File: src/rtl/alu_exec_unit.sv
`default_nettype none
// +--------------------------------------------------------------------------+
// | Module   : alu_exec_unit                                                 |
// | Purpose  : Execute-stage ALU; 1-cycle logic/arith/SLT, iterative MUL.    |
// | Revision : 1.0                                                           |
// +--------------------------------------------------------------------------+
module alu_exec_unit #(
  parameter int WIDTH = 32,
  parameter int CNT_W = 6
) (
  input  logic             clk,
  input  logic             rst,
  input  logic             start,
  input  logic             flush,
  input  logic [3:0]       alu_ctrl,
  input  logic [WIDTH-1:0] op_a,
  input  logic [WIDTH-1:0] op_b,
  output logic [WIDTH-1:0] result,
  output logic             zero,
  output logic             overflow,
  output logic             illegal,
  output logic             done,
  output logic             busy
);

  localparam logic [0:0] c_IDLE = 1'b0;
  localparam logic [0:0] c_MUL  = 1'b1;

  localparam logic [3:0] c_OP_AND = 4'b0000;
  localparam logic [3:0] c_OP_OR  = 4'b0001;
  localparam logic [3:0] c_OP_ADD = 4'b0010;
  localparam logic [3:0] c_OP_SUB = 4'b0110;
  localparam logic [3:0] c_OP_SLT = 4'b0111;
  localparam logic [3:0] c_OP_MUL = 4'b1000;

  localparam logic [CNT_W-1:0] c_LAST = CNT_W'(WIDTH - 1);

  logic [0:0]       r_state;
  logic [WIDTH-1:0] r_result;
  logic             r_zero;
  logic             r_ovf;
  logic             r_illegal;
  logic             r_done;
  logic [WIDTH-1:0] r_mcand;
  logic [WIDTH-1:0] r_mplier;
  logic [WIDTH-1:0] r_acc;
  logic [CNT_W-1:0] r_cnt;

  logic [WIDTH-1:0] w_sum;
  logic [WIDTH-1:0] w_diff;
  logic             w_slt;
  logic [WIDTH-1:0] w_res;
  logic             w_ovf;
  logic             w_legal;
  logic             w_is_mul;
  logic [WIDTH-1:0] w_acc_next;

  assign w_sum      = op_a + op_b;
  assign w_diff     = op_a - op_b;
  // Signed compare, not the sign of w_diff, so SLT stays right on overflow.
  assign w_slt      = $signed(op_a) < $signed(op_b);
  assign w_is_mul   = (alu_ctrl == c_OP_MUL);
  assign w_acc_next = r_mplier[0] ? (r_acc + r_mcand) : r_acc;

  always_comb begin
    w_res   = '0;
    w_ovf   = 1'b0;
    w_legal = 1'b1;
    case (alu_ctrl)
      c_OP_AND: w_res = op_a & op_b;
      c_OP_OR:  w_res = op_a | op_b;
      c_OP_ADD: begin
        w_res = w_sum;
        w_ovf = (op_a[WIDTH-1] == op_b[WIDTH-1]) && (w_sum[WIDTH-1] != op_a[WIDTH-1]);
      end
      c_OP_SUB: begin
        w_res = w_diff;
        w_ovf = (op_a[WIDTH-1] != op_b[WIDTH-1]) && (w_diff[WIDTH-1] != op_a[WIDTH-1]);
      end
      c_OP_SLT: w_res = {{(WIDTH-1){1'b0}}, w_slt};
      c_OP_MUL: w_res = '0;
      default:  w_legal = 1'b0;
    endcase
  end

  always_ff @(posedge clk or posedge rst) begin
    if (rst) begin
      r_state   <= c_IDLE;
      r_result  <= '0;
      r_zero    <= 1'b1;
      r_ovf     <= 1'b0;
      r_illegal <= 1'b0;
      r_done    <= 1'b0;
      r_mcand   <= '0;
      r_mplier  <= '0;
      r_acc     <= '0;
      r_cnt     <= '0;
    end else begin
      r_done    <= 1'b0;
      r_illegal <= 1'b0;
      case (r_state)
        c_IDLE: begin
          if (start && !flush) begin
            if (w_is_mul) begin
              r_mcand  <= op_a;
              r_mplier <= op_b;
              r_acc    <= '0;
              r_cnt    <= '0;
              r_state  <= c_MUL;
            end else begin
              // Illegal codes fall through with w_res=0 and w_ovf=0.
              r_result  <= w_res;
              r_zero    <= (w_res == '0);
              r_ovf     <= w_ovf;
              r_illegal <= ~w_legal;
              r_done    <= 1'b1;
            end
          end
        end
        c_MUL: begin
          if (flush) begin
            r_state <= c_IDLE;
          end else begin
            r_acc    <= w_acc_next;
            r_mcand  <= r_mcand << 1;
            r_mplier <= r_mplier >> 1;
            r_cnt    <= r_cnt + 1'b1;
            if (r_cnt == c_LAST) begin
              r_result <= w_acc_next;
              r_zero   <= (w_acc_next == '0);
              r_ovf    <= 1'b0;
              r_done   <= 1'b1;
              r_state  <= c_IDLE;
            end
          end
        end
        default: r_state <= c_IDLE;
      endcase
    end
  end

  assign result   = r_result;
  assign zero     = r_zero;
  assign overflow = r_ovf;
  assign illegal  = r_illegal;
  assign done     = r_done;
  assign busy     = (r_state == c_MUL);

endmodule
`default_nettype wire

File: config.mk
export PLATFORM = sky130hd
export DESIGN_NAME = alu_exec_unit
export DESIGN_NICKNAME = d
export VERILOG_FILES = /design/src/rtl/alu_exec_unit.sv
export SDC_FILE = /design/constraint.sdc
export NUM_CORES = 1
export LEC_CHECK = 0
export CAP_MARGIN = 10
export CORE_UTILIZATION = 61
export CTS_CLUSTER_DIAMETER = 60
export DETAILED_ROUTE_END_ITERATION = 8
export GPL_TIMING_DRIVEN = 1
export PLACE_DENSITY = 0.95
export REMOVE_ABC_BUFFERS = 1
export SYNTH_ARGS = -nofsm -noshare
export SYNTH_HDL_FRONTEND = slang
export SYNTH_SLANG_ARGS = --single-unit
File: constraint.sdc
create_clock -name clk -period 5.64 [get_ports clk]
set_input_delay 1.128 -clock clk [delete_from_list [all_inputs] [get_ports clk]]
set_output_delay 1.128 -clock clk [all_outputs]
set_load 0.02 [all_outputs]
==> metrics <==
Post-Synth Simple-Gate Area 18.8%; H-Tree Level Count 4; initial core utilization 62.1%; # Max-Cap Violations 0; footprint of the multi-input gates 9550 µm²; pre-CTS WS 0.382 ns; worst path cell trace clkdlybuf4s50_1 > inv_1 > ha_1 > inv_1 > a21oi_1 > o31ai_1 > a221oi_2 > a31oi_1 > nand4_1 > a21boi_0 > o21ai_0 > nor4_1 > nand4b_1 > nand3_1; minimum clock period 5.05 ns; CTS Root Cell clkbuf_16; Max-slew headroom 38.8%; DP HPWL 37.9 mm; clk sink count 139; number of synthesized flops with an enable pin 0; Via density 6.97; sequential share of power 31.5%; Non-Filler Instances 2137; Switching Share 41.3%; Mapped Cells 1786; flops & latches, synth 139; Peak supply drop 176 µV; register area 3480 µm²; reg-to-reg critical path endpoint zero$_DFFE_PP1P_; final WL 50.4 mm; post-synthesis sequential area ratio 24.8%; die height 154 µm; Pwr Density 275 nW/µm²; DRT Pass-1 Iters 6; later-pin clock latency in the skew report 0.44 ns; largest family of logic cells by synthesized area compound AO/OA/AOI/OAI gates; Netlist cell types 86; Worst EP required 6.01 ns; most used cell along the critical path inv_1; synth warn 0; total placed cells including tap cells 2105; setup ws final 0.592 ns; CTS tree done; HP Start r_mplier[10]$_DFFE_PP0P_; clock slew at the register clock pins of the worst setup and hold paths 0.07 ns; Iter 0 DRT Violations 1678; Final ANT Viol Nets 0; Mapped Area 14000 µm²; DR DRC count 0; Antenna Cells 0; Max FO, Critical Path 11; routed length per placed instance 23.6 µm; Mean Syn Cell Area 7.84 µm²; total core area 22600 µm²; mux cell area share after synthesis 8.20%; vias post-DR 14900; slowest CP cell a31oi_1; area share of fa/ha/maj cells after synthesis 12.1%; WP buf/inv 3; hold depth 2; endpoints failing hold 0; ys flop type dfrtp_1; FF-to-FF path depth 13; TritonCTS Buffers 17; WP data arrival 5.42 ns; status completed; clock buffer depth 2; Max stage delay on crit path 0.71 ns; leakage 6.99 nW; GRT Overall Usage 43.5%; Crit Path Category in -> reg; die span in x 154 µm; fin crit share 89.5%; Comb power frac 40.1%; area leader, netlist dfrtp_1; global-route wire length before repair 79.9 mm; initial antenna violation count 0; # setup viols final 0; Synth area leaders dfrtp_1 25%, ha_1 12%, mux2i_1 7.7%; Rows 55; worst hold endpoint r_mplier[10]$_DFFE_PP0P_; vias in the first global route 14700; total gr overflow 0; reg2reg setup slack 1.59 ns; CP delay by family, top compound AO/OA/AOI/OAI gates; cell internal pwr 2.56 mW; area share of the leading cell type in the synthesized netlist 24.7%; fin util 70.4%; PortBufs 108; crit end category register; layout cell share with drive strength beyond 1 5.94%; Psw 1.81 mW; IO Count 109; largest net degree at the start of global routing 86; Max Fclk 198 MHz; gpl congestion 1.08; Total Nets Final 2045; transition time of the tightest slew-check pin 0.918 ns; post-cts sizing count 0; ys async rst share 100%; clock skew 0.0137 ns; Startpoint Class input port; Fin Hold WS 0.488 ns; Post-CTS Setup Bufs 0; HP Class reg -> reg; Compound-Gate Fraction of Synth Area 27.6%; die area 23600 µm²; pins over their slew limit 0; # hold bufs at CTS 0; RSZ-0062 raised after global routing no; fill count 1821; clock share of power 28.4%; area delta synth->final 13.4%; Setup TNS 0 ns; post-synthesis xor/xnor area fraction 1.38%; FF-to-FF Start r_acc[0]$_DFFE_PP0P_
==> worst reg2reg max path: cells and delay by family, from the launching register on <==
kind / cells / cell delay, ns
multiplexers: 1 / 0.10
flip-flops: 1 / 0.45
adder cells (fa/ha/maj): 2 / 0.65
AO/OA/AOI/OAI: 5 / 1.55
AND/OR/NAND/NOR: 5 / 1.21
==> cells in the final DEF, fill, tap and decap left out, types with 26 or more instances in the layout <==
cell type and instances:
a21oi_1 115, buf_4 34, clkdlybuf4s50_1 106, dfrtp_1 136, ha_1 131, inv_1 134, mux2i_1 108, nand2_1 186
nand3_1 42, nor2_1 109, nor2b_1 26, nor3_1 37, o21ai_0 151, o21ai_1 27
==> Yosys cell counts, types with 14 or more instances <==
master,number
a211oi_1,25
a21o_1,20
a21oi_1,115
a22oi_1,14
a31oi_1,16
buf_2,23
clkbuf_1,76
dfrtp_1,138
ha_1,131
inv_1,135
mux2i_1,108
nand2_1,186
nand3_1,42
nand4_1,23
nor2_1,110
nor2b_1,26
nor3_1,38
nor4_1,22
o211ai_1,22
o21ai_0,151
o21ai_1,27
o22ai_1,16
o31ai_1,22
or3_1,19
xnor2_1,15
==> power by group through the flow <==
stage,sequential [mW],combinational (mW),clock (mW)
after floorplan,1.37,1.10,0
after global routing,1.39,1.91,1.28
after detailed placement,1.38,1.69,0
after global placement,1.37,1.63,0
final,1.37,1.75,1.24
after CTS,1.36,1.71,1.24
==> through the flow <==
step / area (µm²) / power (mW)
floorplan: 13600 / 2.47
finish: 15900 / 4.37
global placement: 15300 / 3.00
detailed placement: 15300 / 3.06
CTS: 15900 / 4.31
global route: 15900 / 4.58
==> kinds of logic (layout without fill, tap and decap cells) <==
kind of cell,count (synthesis),after routing
mux,114,114
compound gates,585,585
flops,139,139
simple gates,540,540
fa+ha+maj,134,134
buf+inv,252,318
xor+xnor,22,22
==> area by class of cell <==
type	count	area share, %
clock buffers	19	2.79
inverters	144	3.43
repair buffers	142	8.35
multi-input cells	1395	60.1
well taps	285	2.24
flip-flops and latches	139	21.9
clock inverters	13	1.11
==> sequential cells by signal (all words and copies together), names as in the netlist <==
name,count
r_mplier,32
result,32
r_mcand,32
illegal,1
r_cnt,6
overflow,1
busy,1
done,1
r_acc,32
zero,1
==> layer usage <==
metal,up-vias,wire (µm),GRT usage (%)
met5,-,0,0
met4,0,3730,28.6
met3,263,4960,8.93
met2,1039,22600,69.8
met1,6951,19200,53.0
li1,6643,-,-
==> worst max path at each step <==
stage	start	to	slack, ns	depth (start not counted)
finish	op_a[7]	zero$_DFFE_PP1P_	0.59	14
global route	op_a[7]	zero$_DFFE_PP1P_	0.37	14
floorplan	busy$_DFF_PP0_	zero$_DFFE_PP1P_	-0.24	11
CTS	op_a[7]	zero$_DFFE_PP1P_	0.82	14
detailed placement	op_a[7]	zero$_DFFE_PP1P_	0.38	14
global placement	op_a[7]	zero$_DFFE_PP1P_	0.41	14
(Power assumes the default switching activity.)
